### config.mk
export PLATFORM = sky130hd
export DESIGN_NAME = serial_rx
export DESIGN_NICKNAME = d
export VERILOG_FILES = /design/src/rtl/serial_rx.sv
export SDC_FILE = /design/constraint.sdc
export NUM_CORES = 1
export LEC_CHECK = 0
export CORE_ASPECT_RATIO = 1.25
export CORE_MARGIN = 10
export CORE_UTILIZATION = 45
export DETAILED_ROUTE_END_ITERATION = 8
export GPL_TIMING_DRIVEN = 0
export PLACE_DENSITY = 0.66
export SYNTH_ARGS = -nofsm -noshare
export SYNTH_HDL_FRONTEND = slang
export SYNTH_SLANG_ARGS = --single-unit
### constraint.sdc
create_clock -name CLK -period 1.8 [get_ports CLK]
set_input_delay 0.36 -clock CLK [delete_from_list [all_inputs] [get_ports CLK]]
set_output_delay 0.36 -clock CLK [all_outputs]
set_load 0.01 [all_outputs]
### src/rtl/serial_rx.sv
// serial_rx: idle-high async-serial receiver (start, DATA_W bits LSB-first, stop) with a valid/ready output register.
// Define SERIAL_RX_PARITY_EN to expect an even-parity bit between the data bits and the stop bit.
module serial_rx #(
  parameter int DATA_W       = 8,
  parameter int CLKS_PER_BIT = 4
) (
  input  logic              CLK,
  input  logic              RST,
  input  logic              SIN,
  input  logic              READY,
  output logic [DATA_W-1:0] DOUT,
  output logic              VALID,
  output logic              BUSY,
  output logic              FRAME_ERR,
  output logic              OVERRUN
);

  localparam int CW = $clog2(CLKS_PER_BIT);
  localparam int IW = (DATA_W > 1) ? $clog2(DATA_W) : 1;
  localparam logic [CW-1:0] HALF_LAST = CW'(CLKS_PER_BIT / 2 - 1);
  localparam logic [CW-1:0] BIT_LAST  = CW'(CLKS_PER_BIT - 1);
  localparam logic [IW-1:0] IDX_LAST  = IW'(DATA_W - 1);

  localparam logic [2:0] S_IDLE   = 3'd0;
  localparam logic [2:0] S_START  = 3'd1;
  localparam logic [2:0] S_DATA   = 3'd2;
  localparam logic [2:0] S_STOP   = 3'd4;
`ifdef SERIAL_RX_PARITY_EN
  localparam logic [2:0] S_PARITY = 3'd3;
  localparam logic [2:0] S_AFTER_DATA = S_PARITY;
`else
  localparam logic [2:0] S_AFTER_DATA = S_STOP;
`endif

  logic [2:0]        state;
  logic [CW-1:0]     cnt;
  logic [IW-1:0]     idx;
  logic [DATA_W-1:0] word;
  logic              armed;
  logic              sin_m, sin_s;
  logic              stop_hit, frame_ok, frame_bad;
`ifdef SERIAL_RX_PARITY_EN
  logic              parity_bad;
`endif

  // SIN is asynchronous to CLK; resetting to 1 makes the line look idle
  always_ff @(posedge CLK or negedge RST) begin
    if (!RST) begin
      sin_m <= 1'b1;
      sin_s <= 1'b1;
    end else begin
      sin_m <= SIN;
      sin_s <= sin_m;
    end
  end

  assign stop_hit = (state == S_STOP) && (cnt == BIT_LAST);
`ifdef SERIAL_RX_PARITY_EN
  assign frame_ok = stop_hit && sin_s && !parity_bad;
`else
  assign frame_ok = stop_hit && sin_s;
`endif
  assign frame_bad = stop_hit && !frame_ok;
  assign BUSY      = (state != S_IDLE);

  // A line stuck low after a framing error must go high before another start is accepted
  always_ff @(posedge CLK or negedge RST) begin
    if (!RST) begin
      state <= S_IDLE;
      cnt   <= '0;
      idx   <= '0;
      word  <= '0;
      armed <= 1'b0;
`ifdef SERIAL_RX_PARITY_EN
      parity_bad <= 1'b0;
`endif
    end else begin
      case (state)
        S_IDLE: begin
          cnt <= '0;
          if (sin_s) armed <= 1'b1;
          else if (armed) state <= S_START;
        end
        S_START: begin
          if (cnt == HALF_LAST) begin
            cnt   <= '0;
            idx   <= '0;
            state <= sin_s ? S_IDLE : S_DATA;
          end else begin
            cnt <= cnt + 1'b1;
          end
        end
        S_DATA: begin
          if (cnt == BIT_LAST) begin
            cnt        <= '0;
            word[idx]  <= sin_s;
            idx        <= idx + 1'b1;
            if (idx == IDX_LAST) state <= S_AFTER_DATA;
          end else begin
            cnt <= cnt + 1'b1;
          end
        end
`ifdef SERIAL_RX_PARITY_EN
        S_PARITY: begin
          if (cnt == BIT_LAST) begin
            cnt        <= '0;
            parity_bad <= ^{word, sin_s};
            state      <= S_STOP;
          end else begin
            cnt <= cnt + 1'b1;
          end
        end
`endif
        S_STOP: begin
          if (cnt == BIT_LAST) begin
            cnt   <= '0;
            state <= S_IDLE;
            if (frame_bad) armed <= 1'b0;
          end else begin
            cnt <= cnt + 1'b1;
          end
        end
        default: state <= S_IDLE;
      endcase
    end
  end

  // A consumer taking the old word on the delivery edge frees the register for the new one
  always_ff @(posedge CLK or negedge RST) begin
    if (!RST) begin
      DOUT      <= '0;
      VALID     <= 1'b0;
      FRAME_ERR <= 1'b0;
      OVERRUN   <= 1'b0;
    end else begin
      FRAME_ERR <= frame_bad;
      OVERRUN   <= 1'b0;
      if (frame_ok) begin
        if (!VALID || READY) begin
          DOUT  <= word;
          VALID <= 1'b1;
        end else begin
          OVERRUN <= 1'b1;
        end
      end else if (VALID && READY) begin
        VALID <= 1'b0;
      end
    end
  end

endmodule

* Yosys cells after proc, flatten, opt, wreduce, memory -nomap -nowiden
Index checks and enable logic that the tools add are counted.
** Operators by class
- Add/sub/neg operators :: 2
- Magnitude comparators :: 2
- Equal/unequal tests :: 15
- Multiplexer cells :: 26
- Reductions and logical operators :: 21
** Operators by type and width (count)
- 3-bit 2-to-1 mux :: 8
- 2-bit != test, second input constant :: 7
- 3-bit one-hot mux with 4 select lines :: 1
- 1-bit 2-to-1 mux :: 9
- 8-bit bitwise mux :: 1
- 3-bit equality test, second input constant :: 2
- 2-bit 2-to-1 mux :: 3
- 2-bit one-hot mux with 3 select lines :: 1
- 3-bit one-hot mux with 2 select lines :: 1
- 2-bit AND reduction :: 3
- 6-bit AND reduction :: 1
- 2-bit nonzero test :: 3
- 3-bit nonzero test :: 2
- 1-bit logical AND :: 5
- 3-bit by 4-bit < comparator with 1-bit output, second input constant :: 1
- 2-bit by 1-bit != test with 1-bit output, second input constant :: 2
- 4-bit AND reduction :: 1
- 3-bit by 1-bit adder with 3-bit output, second input constant :: 1
- 1-bit demux with 3-bit select :: 1
- 3-bit by 1-bit equality test with 1-bit output, second input constant :: 1
- 3-bit by 2-bit equality test with 1-bit output, second input constant :: 1
- 3-bit by 1-bit greater-or-equal comparator with 1-bit output, second input constant :: 1
- 3-bit logical NOT :: 1
- 3-bit AND reduction :: 1
- other kinds (7) :: 8
** Word-level totals
- Register bits :: 30
- Input port bits :: 4
- Output and inout port bits :: 12
- Word-level logic and storage cells :: 77

* Logic depth before layout (Yosys ltp)
- Depth in word-level cells :: 8
- Mapped depth :: 5
- Gate-level depth less buffers :: 5

* Least setup slack after synthesis
No wires, ideal clock.
- Kind :: flip-flop to flip-flop
- Start point :: reg cnt[0]
- End point :: reg word[2]
- Setup time :: 125 ps
- Arrival :: 1398 ps
- Data required time :: 1675 ps
- Setup slack :: 277 ps
- Cell stages (with the launch flop) :: 5
- Buffers on the path :: 0
- Period minus slack after synthesis :: 1523 ps
- Cells stage by stage :: dfrtp_1 -> ha_1 -> and4bb_4 -> and4bb_2 -> mux2_2
** On the way
- Cells in the longest elaborated chain, start to end :: 2
** RTL lines
- start: declaration :: line 36 : logic [CW-1:0] cnt;
- start signal: assignment :: line 90 : cnt <= cnt + 1'b1;
- start signal: assignment :: line 100 : cnt <= cnt + 1'b1;
- start signal: assignment :: line 120 : cnt <= cnt + 1'b1;
- 2-bit equality test :: line 94 : if (cnt == BIT_LAST) begin
- 2-bit AND reduction (no line)
- end signal: indexed assignment :: line 96 : word[idx] <= sin_s;
- end: declaration :: line 38 : logic [DATA_W-1:0] word;
Every way passes these cells.
A chain may end at the register's enable or synchronous reset.

* Worst setup path after layout
- Start point :: reg state[2]
- End point :: out BUSY
** On the way
- Cells in the longest elaborated chain, start to end :: 1
** RTL lines
- start: declaration :: line 35 : logic [2:0] state;
- start signal: assignment :: line 88 : state <= sin_s ? S_IDLE : S_DATA;
- 3-bit nonzero test :: line 64 : assign BUSY = (state != S_IDLE);
- end: declaration :: line 13 : output logic BUSY,
Every way passes these cells.

==> key figures <==
Run status
  – Outcome: finished clean

STA
  – Ratio of final minimum period to clock period: 94.53%
  – Worst relative slew slack: 54.55%
  – Max Freq: 587.7 MHz
  – Setup skew after layout: 0.01087 ns
  – RSZ-0062 raised after global routing: no
  – Count of endpoints failing hold in the final timing report: 0
  – Final setup slack of the worst path: 0.09853 ns
  – Fin crit period: 1.701 ns
  – Final count of pins violating max slew: 0
  – Transition time at the pin with the least slew margin: 0.6818 ns
  – Tightest hold margin: 0.06663 ns
  – Final setup violation count: 0
  – Final TNS setup: 0 ns

Finish
  – Synthesis-to-layout area growth: 20.05%
  – Antenna diode count: 0
  – Post-route cell area: 1663 µm²
  – Finished Core Util: 56.46%
  – Area of the multi-input gates: 580.6 µm²
  – # fillers: 243
  – Total number of nets in the final design: 141
  – Fin cells: 169
  – Area used by sequential logic in the layout: 753.2 µm²
  – Share of layout cells above drive strength 1: 21.80%

Critical path
  – Crit path arrival time: 1.34 ns
  – Endpoint required time on the critical path: 1.44 ns
  – Critical path peak fanout: 10
  – Startpoint type of the worst setup path: flop
  – Critical path start-end classification: flop to output pin
  – Element type at the critical path end: output pin

Clock tree
  – Clock tree root driver cell: sky130_fd_sc_hd__clkbuf_4
  – TritonCTS clock tree: built
  – Maximum clock path buffer count: 2
  – Cts hold-fix bufs: 0
  – Clock transition at the register clock pins on the worst setup and hold paths after CTS: 0.10 ns
  – Number of clock buffers inserted by TritonCTS: 5
  – Clock latency at the later pin of the worst-skew pair: 0.32 ns
  – Htree depth: 2
  – Clock tree sinks: 30

Worst hold path
  – Path class of the lowest-slack min-delay path: input port to asynchronous set/reset pin

Floorplan
  – Die Outline Area: 5711 µm²
  – # IOs: 16
  – Row Count: 22
  – Die width: 69.62 µm
  – Die Y: 82.03 µm
  – CORE AREA: 2945 µm²
  – Starting Density: 47.03%

Power and ir drop
  – Portion of total power attributed to the clock network: 31.4%
  – Power spent charging and discharging nets: 0.4679 mW
  – Overall power consumption: 1.652 mW
  – Worst vdd ir: 0.6496 mV
  – PwrDens: 993.8 nW/µm²
  – Power Internal: 1.185 mW
  – Leakage component of the power: 0.7659 nW
  – Share of total power in sequential cells: 46.2%
  – Share of total power in combinational logic: 22.4%
  – Sw Share: 28.32%

Route
  – Avg WL per Cell: 15.45 µm
  – Via density: 5.479
  – First-pass DRT Iterations: 4
  – Detail Route Antenna Nets: 0
  – # DRC: 0
  – Via count: 926
  – DRC marker count from the first detailed-route iteration: 87
  – Total routed wirelength: 2.611 mm

GRT
  – GRT Total Usage: 10.26%
  – Pin count of the biggest net entering global routing: 31
  – Grt ovf: 0
  – Initial antenna violation count: 0
  – Vias in the first global route: 1042
  – Wire length of the first global-routing pass: 4.809 mm

Yosys
  – Synthesized netlist net count: 118
  – Yosys warning total: 0
  – Post-synthesis cell count: 109
  – Mean post-synth cell area: 12.71 µm²
  – Portion of synthesized cell area occupied by the leading cell type: 50.59%
  – Total of flip-flops plus latches after synthesis: 30
  – Post-synthesis sequential area ratio: 54.38%
  – Post-Syn Area: 1385 µm²
  – Number of distinct library cells after synthesis: 36
  – Cell type with the largest total area after synthesis: sky130_fd_sc_hd__dfrtp_1
  – Cells taking the most area after synthesis: sky130_fd_sc_hd__dfrtp_1 (51%), sky130_fd_sc_hd__mux2_2 (8.1%), sky130_fd_sc_hd__mux2_1 (5.7%)

Place
  – Global placer's final weighted congestion: 0.7919
  – Place WS: -0.1476 ns
  – Count of input and output buffers: 15
  – Cells after DPL: 160
  – Detailed placer's ending HPWL: 1.823 mm
  – Placed standard-cell area: 1580 µm²

Job
  – Maximum capacitance violations: 0
==> cell usage after synthesis (all sizes together) <==
| cell type | n |
|---|---|
| a21oi | 1 |
| a41oi | 2 |
| nor2 | 9 |
| buf | 3 |
| nand3 | 4 |
| nand4 | 2 |
| dfstp | 2 |
| nor2b | 1 |
| o21ai | 1 |
| nand4b | 3 |
| nor4b | 3 |
| a22o | 2 |
| clkbuf | 3 |
| maj3 | 1 |
| a2bb2oi | 1 |
| dfrtp | 28 |
| nor3 | 1 |
| inv | 5 |
| ha | 5 |
| a32oi | 1 |
| nor3b | 1 |
| nor4bb | 1 |
| and4bb | 3 |
| nand2 | 3 |
| a31oi | 2 |
| or3 | 1 |
| nor4 | 1 |
| mux2 | 17 |
| nand3b | 1 |
| nand2b | 1 |
==> worst max-delay path, stage by stage, from the launching register on <==
cell                            delay [ns]
sky130_fd_sc_hd__dfrtp_1              0.38
sky130_fd_sc_hd__buf_4                0.16
sky130_fd_sc_hd__inv_1                0.12
sky130_fd_sc_hd__nand3_1              0.07
sky130_fd_sc_hd__dlygate4sd2_1        0.28
==> placed cells by master (no fill, tap or decap), drive strengths merged <==
| master | synthesis | final |
|---|---|---|
| dfrtp | 28 | 28 |
| mux2 | 17 | 17 |
| clkdlybuf4s50 | 0 | 13 |
| clkbuf | 3 | 10 |
| nor2 | 9 | 9 |
| inv | 5 | 5 |
| ha | 5 | 5 |
| buf | 3 | 5 |
| nand3 | 4 | 4 |
| nand2 | 3 | 3 |
| nor4b | 3 | 3 |
| nand4b | 3 | 3 |
| and4bb | 3 | 3 |
| a31oi | 2 | 2 |
| a41oi | 2 | 2 |
| a22o | 2 | 2 |
| nand4 | 2 | 2 |
| dfstp | 2 | 2 |
| nor2b | 1 | 1 |
| nand2b | 1 | 1 |
| nor3b | 1 | 1 |
| maj3 | 1 | 1 |
| a32oi | 1 | 1 |
| o21ai | 1 | 1 |
| nor4 | 1 | 1 |
| nor4bb | 1 | 1 |
| nand3b | 1 | 1 |
| a2bb2oi | 1 | 1 |
| nor3 | 1 | 1 |
| or3 | 1 | 1 |
| a21oi | 1 | 1 |
| bufinv | 0 | 1 |
| dlygate4sd2 | 0 | 1 |
==> layer usage <==
metal | track usage (%) | up-vias | wire length, µm | part of all wire [%]
li1 | - | 441 | - | -
met1 | 10.54 | 467 | 1080 | 41
met2 | 18.32 | 13 | 1361 | 52
met3 | 3.257 | 5 | 124 | 4.7
met4 | 5.929 | 0 | 44 | 1.7
met5 | 0 | - | 0 | 0
==> repair_timing <==
item / in CTS / in global routing
buffers inserted: 1 / 0
resized for setup: 3 / 2
setup endpoints to repair: 1 / 3
endpoints found under the hold margin: 0 / 0
==> cell type report <==
| class | instances | share of cell area, % |
|---|---|---|
| plain buffers | 6 | 2.333 |
| inverters | 5 | 1.129 |
| flip-flops and latches | 30 | 45.30 |
| clock inverters | 1 | 1.806 |
| well taps | 36 | 2.709 |
| multi-input cells | 68 | 34.91 |
| clock buffers | 7 | 2.709 |
| repair buffers | 16 | 9.105 |
==> power groups by stage <==
stage	registers [mW]	clock network, mW	logic [mW]
detailed placement	0.785	0	0.342
global route	0.770	0.560	0.429
floorplan	0.769	0	0.247
global placement	0.779	0	0.328
finish	0.764	0.519	0.369
CTS	0.763	0.537	0.368
==> worst paths after layout <==
path / start / endpoint / slack [ns] / cells after the start
setup / recovery: state[2] / BUSY / 0.1 / 4
hold / removal: RST / DOUT[7] / 0.07 / 1
setup reg to reg: cnt[1] / word[7] / 0.16 / 5
hold reg to reg: sin_m / sin_s / 0.36 / 0
max in group asynchronous: RST / cnt[0] / 1.28 / 1
min in group CLK: sin_m / sin_s / 0.36 / 0
==> cells by family (layout without fill, tap and decap cells) <==
logic type / after synthesis / in the layout / share of synthesized area, %
mux: 17 / 17 / 13.82
fa+ha+maj: 6 / 6 / 5.239
flops: 30 / 30 / 54.38
compound gates: 10 / 10 / 5.420
buf+inv: 11 / 35 / 3.884
simple gates: 35 / 35 / 17.26
==> registers in the layout (all words and copies together), names as in the netlist <==
| name | cells |
|---|---|
| VALID | 1 |
| DOUT | 8 |
| OVERRUN | 1 |
| sin_s | 1 |
| state | 3 |
| sin_m | 1 |
| FRAME_ERR | 1 |
| armed | 1 |
| idx | 3 |
| word | 8 |
| cnt | 2 |
No activity file was read; power rests on OpenSTA's default activity.
